`config.mk`:
```
export PLATFORM = sky130hd
export DESIGN_NAME = ram_arbiter
export DESIGN_NICKNAME = d
export VERILOG_FILES = /design/src/rtl/ram_arbiter.sv
export SDC_FILE = /design/constraint.sdc
export NUM_CORES = 1
export LEC_CHECK = 0
export CORE_MARGIN = 2
export CORE_UTILIZATION = 35
export DETAILED_ROUTE_END_ITERATION = 12
export MAX_ROUTING_LAYER = met4
export PLACE_DENSITY = 0.71
export REMOVE_ABC_BUFFERS = 1
export SLEW_MARGIN = 20
export SYNTH_ARGS = -nofsm -noshare
export SYNTH_HDL_FRONTEND = slang
export SYNTH_SLANG_ARGS = --single-unit
```
`constraint.sdc`:
```
create_clock -name clk -period 2.7 [get_ports clk]
set_input_delay 0.54 -clock clk [delete_from_list [all_inputs] [get_ports clk]]
set_output_delay 0.54 -clock clk [all_outputs]
set_load 0.01 [all_outputs]
```
`src/rtl/ram_arbiter.sv`:
```
// Two-port (fetch/data) arbiter in front of a single-port synchronous RAM.
// Partial stores are done as read-modify-write; out-of-range addresses are rejected without a RAM access.
module ram_arbiter #(
    parameter int unsigned RAM_SIZE = 32768
) (
    input  logic        clk,
    input  logic        rst,
    input  logic        i_req,
    input  logic [31:0] i_addr,
    output logic        i_ack,
    output logic [31:0] i_rdata,
    output logic        i_err,
    input  logic        d_req,
    input  logic        d_write,
    input  logic [31:0] d_addr,
    input  logic [31:0] d_wdata,
    input  logic [3:0]  d_wstrb,
    output logic        d_ack,
    output logic [31:0] d_rdata,
    output logic        d_err,
    output logic        ram_enable,
    output logic        ram_write,
    output logic [31:0] ram_addr,
    output logic [31:0] ram_wdata,
    input  logic [31:0] ram_rdata
);

    localparam logic [31:0] RAM_LIMIT = 32'(RAM_SIZE);
    localparam logic        PORT_I    = 1'b0;
    localparam logic        PORT_D    = 1'b1;

    typedef enum logic [1:0] {
        IDLE = 2'd0,
        CMD  = 2'd1,
        RESP = 2'd2,
        WR   = 2'd3
    } state_t;

    state_t      state_q, state_d;
    logic        port_q, port_d;
    logic        last_grant_q, last_grant_d;
    logic [31:0] addr_q, addr_d;
    logic        write_q, write_d;
    logic [31:0] wdata_q, wdata_d;
    logic [3:0]  wstrb_q, wstrb_d;
    logic        err_q, err_d;
    logic [31:0] merged_q, merged_d;

    always_ff @(posedge clk) begin
        if (rst) begin
            state_q      <= IDLE;
            port_q       <= PORT_I;
            last_grant_q <= PORT_I;
            addr_q       <= 32'h0;
            write_q      <= 1'b0;
            wdata_q      <= 32'h0;
            wstrb_q      <= 4'h0;
            err_q        <= 1'b0;
            merged_q     <= 32'h0;
        end else begin
            state_q      <= state_d;
            port_q       <= port_d;
            last_grant_q <= last_grant_d;
            addr_q       <= addr_d;
            write_q      <= write_d;
            wdata_q      <= wdata_d;
            wstrb_q      <= wstrb_d;
            err_q        <= err_d;
            merged_q     <= merged_d;
        end
    end

    always_comb begin
        logic grant_data;
        logic ack;
        logic [31:0] rdata;

        state_d      = state_q;
        port_d       = port_q;
        last_grant_d = last_grant_q;
        addr_d       = addr_q;
        write_d      = write_q;
        wdata_d      = wdata_q;
        wstrb_d      = wstrb_q;
        err_d        = err_q;
        merged_d     = merged_q;
        grant_data   = 1'b0;
        ack          = 1'b0;
        rdata        = 32'h0;
        ram_enable   = 1'b0;
        ram_write    = 1'b0;
        ram_addr     = 32'h0;
        ram_wdata    = 32'h0;
        i_ack        = 1'b0;
        i_rdata      = 32'h0;
        i_err        = 1'b0;
        d_ack        = 1'b0;
        d_rdata      = 32'h0;
        d_err        = 1'b0;

        case (state_q)
            IDLE: begin
                if (i_req || d_req) begin
                    // On a tie the port that lost last time wins
                    grant_data   = d_req && (!i_req || (last_grant_q == PORT_I));
                    port_d       = grant_data ? PORT_D : PORT_I;
                    last_grant_d = port_d;
                    addr_d       = grant_data ? d_addr : i_addr;
                    write_d      = grant_data && d_write;
                    wdata_d      = grant_data ? d_wdata : 32'h0;
                    wstrb_d      = grant_data ? d_wstrb : 4'h0;
                    err_d        = (addr_d >= RAM_LIMIT);
                    state_d      = err_d ? RESP : CMD;
                end
            end
            CMD: begin
                ram_enable = 1'b1;
                ram_addr   = addr_q;
                ram_wdata  = wdata_q;
                ram_write  = write_q && (wstrb_q == 4'hF);
                state_d    = RESP;
            end
            RESP: begin
                state_d = IDLE;
                ack     = 1'b1;
                if (!err_q && !write_q) begin
                    rdata = ram_rdata;
                end else if (!err_q && (wstrb_q != 4'hF) && (wstrb_q != 4'h0)) begin
                    // Partial store: merge enabled lanes over the word just read
                    for (int n = 0; n < 4; n++) begin
                        merged_d[8*n +: 8] = wstrb_q[n] ? wdata_q[8*n +: 8] : ram_rdata[8*n +: 8];
                    end
                    ack     = 1'b0;
                    state_d = WR;
                end
            end
            WR: begin
                ram_enable = 1'b1;
                ram_write  = 1'b1;
                ram_addr   = addr_q;
                ram_wdata  = merged_q;
                ack        = 1'b1;
                state_d    = IDLE;
            end
            default: state_d = IDLE;
        endcase

        if (port_q == PORT_D) begin
            d_ack   = ack;
            d_rdata = rdata;
            d_err   = ack && err_q;
        end else begin
            i_ack   = ack;
            i_rdata = rdata;
            i_err   = ack && err_q;
        end

        // An access in flight when reset arrives is abandoned silently
        if (rst) begin
            ram_enable = 1'b0;
            ram_write  = 1'b0;
            i_ack      = 1'b0;
            i_rdata    = 32'h0;
            i_err      = 1'b0;
            d_ack      = 1'b0;
            d_rdata    = 32'h0;
            d_err      = 1'b0;
        end
    end

endmodule

```
==> Implementation_results.wiki <==
{| class="wikitable"
! Metric !! Value
|-
| Status || complete, no violations
|-
| RSZ-0062 raised after global routing || yes
|-
| Maximum clock frequency || 382.2 MHz
|-
| Biggest fanout along the worst timing path || 9
|-
| Gate Count Post-Synth || 635
|-
| Worst setup slack after layout || 83.90 ps
|-
| Mean routed wirelength per cell || 16.81 um
|-
| Final Slew Violations || 0
|-
| Effective utilization at floorplan || 35.60%
|-
| Post-Synthesis Cell Area || 0.005614 mm^2
|-
| Routability congestion estimate || 0.8857
|-
| Max Clock Skew || 5.842 ps
|-
| EDFF count, synth || 0
|-
| Number of buffers created by CTS || 9
|-
| Fill cell instance count of the final layout || 1445
|-
| Number of antenna-violating nets in the routed design || 0
|-
| Ys flop type || sky130_fd_sc_hd__dfxtp_1
|-
| Largest net degree at the start of global routing || 69
|-
| Global route total overflow || 0
|-
| Number of diodes added for antenna fixing || 0
|-
| Total routing usage reported by global routing || 20.73%
|-
| Required time at the worst-slack endpoint || 2160 ps
|-
| Leak Pwr || 4.244 nW
|-
| Ports || 271
|-
| Vias per cell || 4.936
|-
| Critical path class || flop to primary output
|-
| TritonCTS clock tree || done
|-
| Final Critical Period || 2616 ps
|-
| First-pass GRT wire length || 26420 um
|-
| Clk slew on worst S/H paths || 70 ps
|-
| Quantity of hold-fixing buffers added after cts || 0
|-
| Die outline width || 130.7 um
|-
| Crit path arrival time || 2080 ps
|-
| Number of synthesis warnings || 0
|-
| Cell count of the worst hold path || 2
|-
| Final hold slack || 493.7 ps
|-
| Detailed Route WL || 18590 um
|-
| Tightest Pin Transition || 865.0 ps
|-
| Tcrit/Tclk final || 96.89%
|-
| Class of the worst hold path || flop to flop
|-
| Final Hold Fails || 0
|-
| TritonRoute pass-1 iters || 4
|-
| Category of the worst setup path launch point || flop
|-
| Clk sinks || 105
|-
| Longest Clk Path Bufs || 2
|-
| Crit end category || primary output
|-
| Via count of the first global-routing pass || 5062
|-
| Cell total after placement || 1083
|-
| Area of the die || 0.01707 mm^2
|-
| Ys async rst share || 0%
|-
| Tightest slew margin relative to the limit || 42.33%
|-
| Antenna violations before repair || 0
|-
| Setup WS pre-CTS || 136.9 ps
|-
| Area delta synth->final || 63.41%
|-
| Total number of nets in the final design || 1022
|-
| Area of the core || 0.01577 mm^2
|-
| Number of storage elements in the synthesis netlist || 105
|-
| Accumulated negative setup slack || 0 ps
|-
| Sequential element share of the synthesized area || 37.44%
|-
| Final routed DRC violation total || 0
|-
| Logic depth of the worst register-to-register path || 7
|-
| Port bufs || 270
|-
| Number of rows created at floorplan || 46
|-
| Share of final-layout standard cells stronger than drive strength 1 || 9.438%
|-
| Power density of the placed cells || 422.5 mW/mm^2
|-
| Number of distinct library cells after synthesis || 35
|-
| Maximum level of the CTS H-tree || 3
|-
| Placed wire-length estimate after detailed placement || 12460 um
|-
| Overall via count from detail_route || 5459
|-
| Library cell used as clock root buffer || sky130_fd_sc_hd__clkbuf_16
|-
| Worst-skew pair later-pin latency || 350 ps
|-
| Final setup vio count || 0
|-
| Max-cap viol count || 0
|-
| Vertical die dimension || 130.7 um
|-
| Number of standard cells in the final layout excluding fillers || 1106
|-
| Finished Core Util || 58.17%
|-
| Worst vdd rail ir drop || 332.4 uV
|-
| Mean instance size in the synthesized netlist || 8.841 um^2
|-
| Violation count after the first detailed-routing iteration || 250
|}
synthesized netlist by cell type (all sizes together) (2+ instances only):
library cell  instances  area (um^2)
o21ai                 2        10.00
a311oi               32        280.3
buf                  31        188.9
nand4                 4        31.28
inv                   3        11.26
a211oi               32        390.4
nor4                  7        43.79
and3                  2        12.51
or4                   2        15.01
nor2                 73        279.0
nor3                  4        30.03
nand2                69        259.0
and2                 98        613.1
nor2b                33        206.5
a22o                 37        324.1
a21oi                 2        10.01
mux2i                64        640.6
dfxtp               105         2102
clkbuf               27        101.4
kinds of logic (layout without fill, tap and decap cells):
kind of cell	Yosys count	after routing	synth area share, %
mux	64	64	11.41
compound gates	110	110	18.77
flops	105	105	37.44
simple gates	295	295	27.01
buf+inv	61	316	5.371
sequential cells by signal, summed over array words and instances (netlist names):
| name | count |
|---|---|
| merged_q | 32 |
| err_q | 1 |
| last_grant_q | 1 |
| state_q | 2 |
| wstrb_q | 4 |
| wdata_q | 32 |
| write_q | 1 |
| addr_q | 32 |
cells in the final DEF, fill, tap and decap left out, types with 2 or more instances in the layout:
cell type,n
sky130_fd_sc_hd__nand4_1,3
sky130_fd_sc_hd__clkbuf_1,3
sky130_fd_sc_hd__nor4_1,6
sky130_fd_sc_hd__dlymetal6s2s_1,56
sky130_fd_sc_hd__clkdlybuf4s50_1,212
sky130_fd_sc_hd__dfxtp_1,103
sky130_fd_sc_hd__clkbuf_16,11
sky130_fd_sc_hd__buf_6,4
sky130_fd_sc_hd__nand2_1,68
sky130_fd_sc_hd__nor2_1,69
sky130_fd_sc_hd__a22o_1,37
sky130_fd_sc_hd__buf_4,14
sky130_fd_sc_hd__nor2_4,4
sky130_fd_sc_hd__and3_1,2
sky130_fd_sc_hd__nor3_4,2
sky130_fd_sc_hd__mux2i_1,64
sky130_fd_sc_hd__a311oi_1,32
sky130_fd_sc_hd__buf_12,8
sky130_fd_sc_hd__a211oi_2,30
sky130_fd_sc_hd__inv_1,2
sky130_fd_sc_hd__dfxtp_2,2
sky130_fd_sc_hd__bufinv_16,2
sky130_fd_sc_hd__nor3_1,2
sky130_fd_sc_hd__or4_1,2
sky130_fd_sc_hd__clkbuf_8,2
sky130_fd_sc_hd__a21oi_1,2
sky130_fd_sc_hd__a211oi_1,2
sky130_fd_sc_hd__nor2b_1,33
sky130_fd_sc_hd__and2_1,98
final timing paths:
kind / startpoint / end / slack, ps
worst min-delay path: addr_q[10] / addr_q[10] / 490
worst max register to register: wstrb_q[1] / merged_q[10] / 870
worst max-delay path: state_q[1] / i_rdata[1] / 80
worst min register to register: addr_q[10] / addr_q[10] / 490
layout make-up:
type	instances	area (um^2)	share of cell area, %
Timing Repair Buffer	297	3192	34.79
Multi-Input combinational cell	469	3272	35.67
Inverter	3	11.26	0.1227
Clock inverter	2	60.06	0.6547
Sequential cell	105	2105	22.94
Tap cell	216	270.3	2.946
Clock buffer	14	264.0	2.878
through the flow:
stage | cell area [um^2] | power, mW
final | 9174 | 3.876
after detailed placement | 8572 | 2.467
after CTS | 8921 | 3.916
after global routing | 9174 | 4.062
after floorplan | 5324 | 2.049
after global placement | 8572 | 2.460
timing repair:
action,in CTS,in global routing
cloned,0,3
setup endpoints to repair,67,96
buffers inserted,0,4
gates resized for setup,7,61
critical path: stages (launching register included):
cell and delay [ps]:
sky130_fd_sc_hd__dfxtp_2 340, sky130_fd_sc_hd__inv_2 90, sky130_fd_sc_hd__nor2_4 120, sky130_fd_sc_hd__nand2_2 90, sky130_fd_sc_hd__nor3_4 140, sky130_fd_sc_hd__buf_4 170, sky130_fd_sc_hd__buf_6 120, sky130_fd_sc_hd__and2_1 120
sky130_fd_sc_hd__clkdlybuf4s50_1 540
power by group:
part           internal (mW)  total [mW]  switching (mW)
Combinational          0.401       0.741           0.340
Sequential              1.64        1.70          0.0577
Clock                  0.865        1.43           0.568
Total                   2.91        3.88           0.966
layer usage:
| metal | share of wire (%) | routed length (um) | vias to the layer above | global-route usage [%] |
|---|---|---|---|---|
| met5 | 0 | 0 | - | - |
| met2 | 47 | 8686 | 218 | 33.73 |
| met3 | 7.4 | 1374 | 23 | 5.130 |
| li1 | - | - | 2731 | - |
| met1 | 44 | 8225 | 2487 | 25.38 |
| met4 | 1.6 | 305 | 0 | 6.571 |
Note: power is estimated with default switching activity, not from simulation.
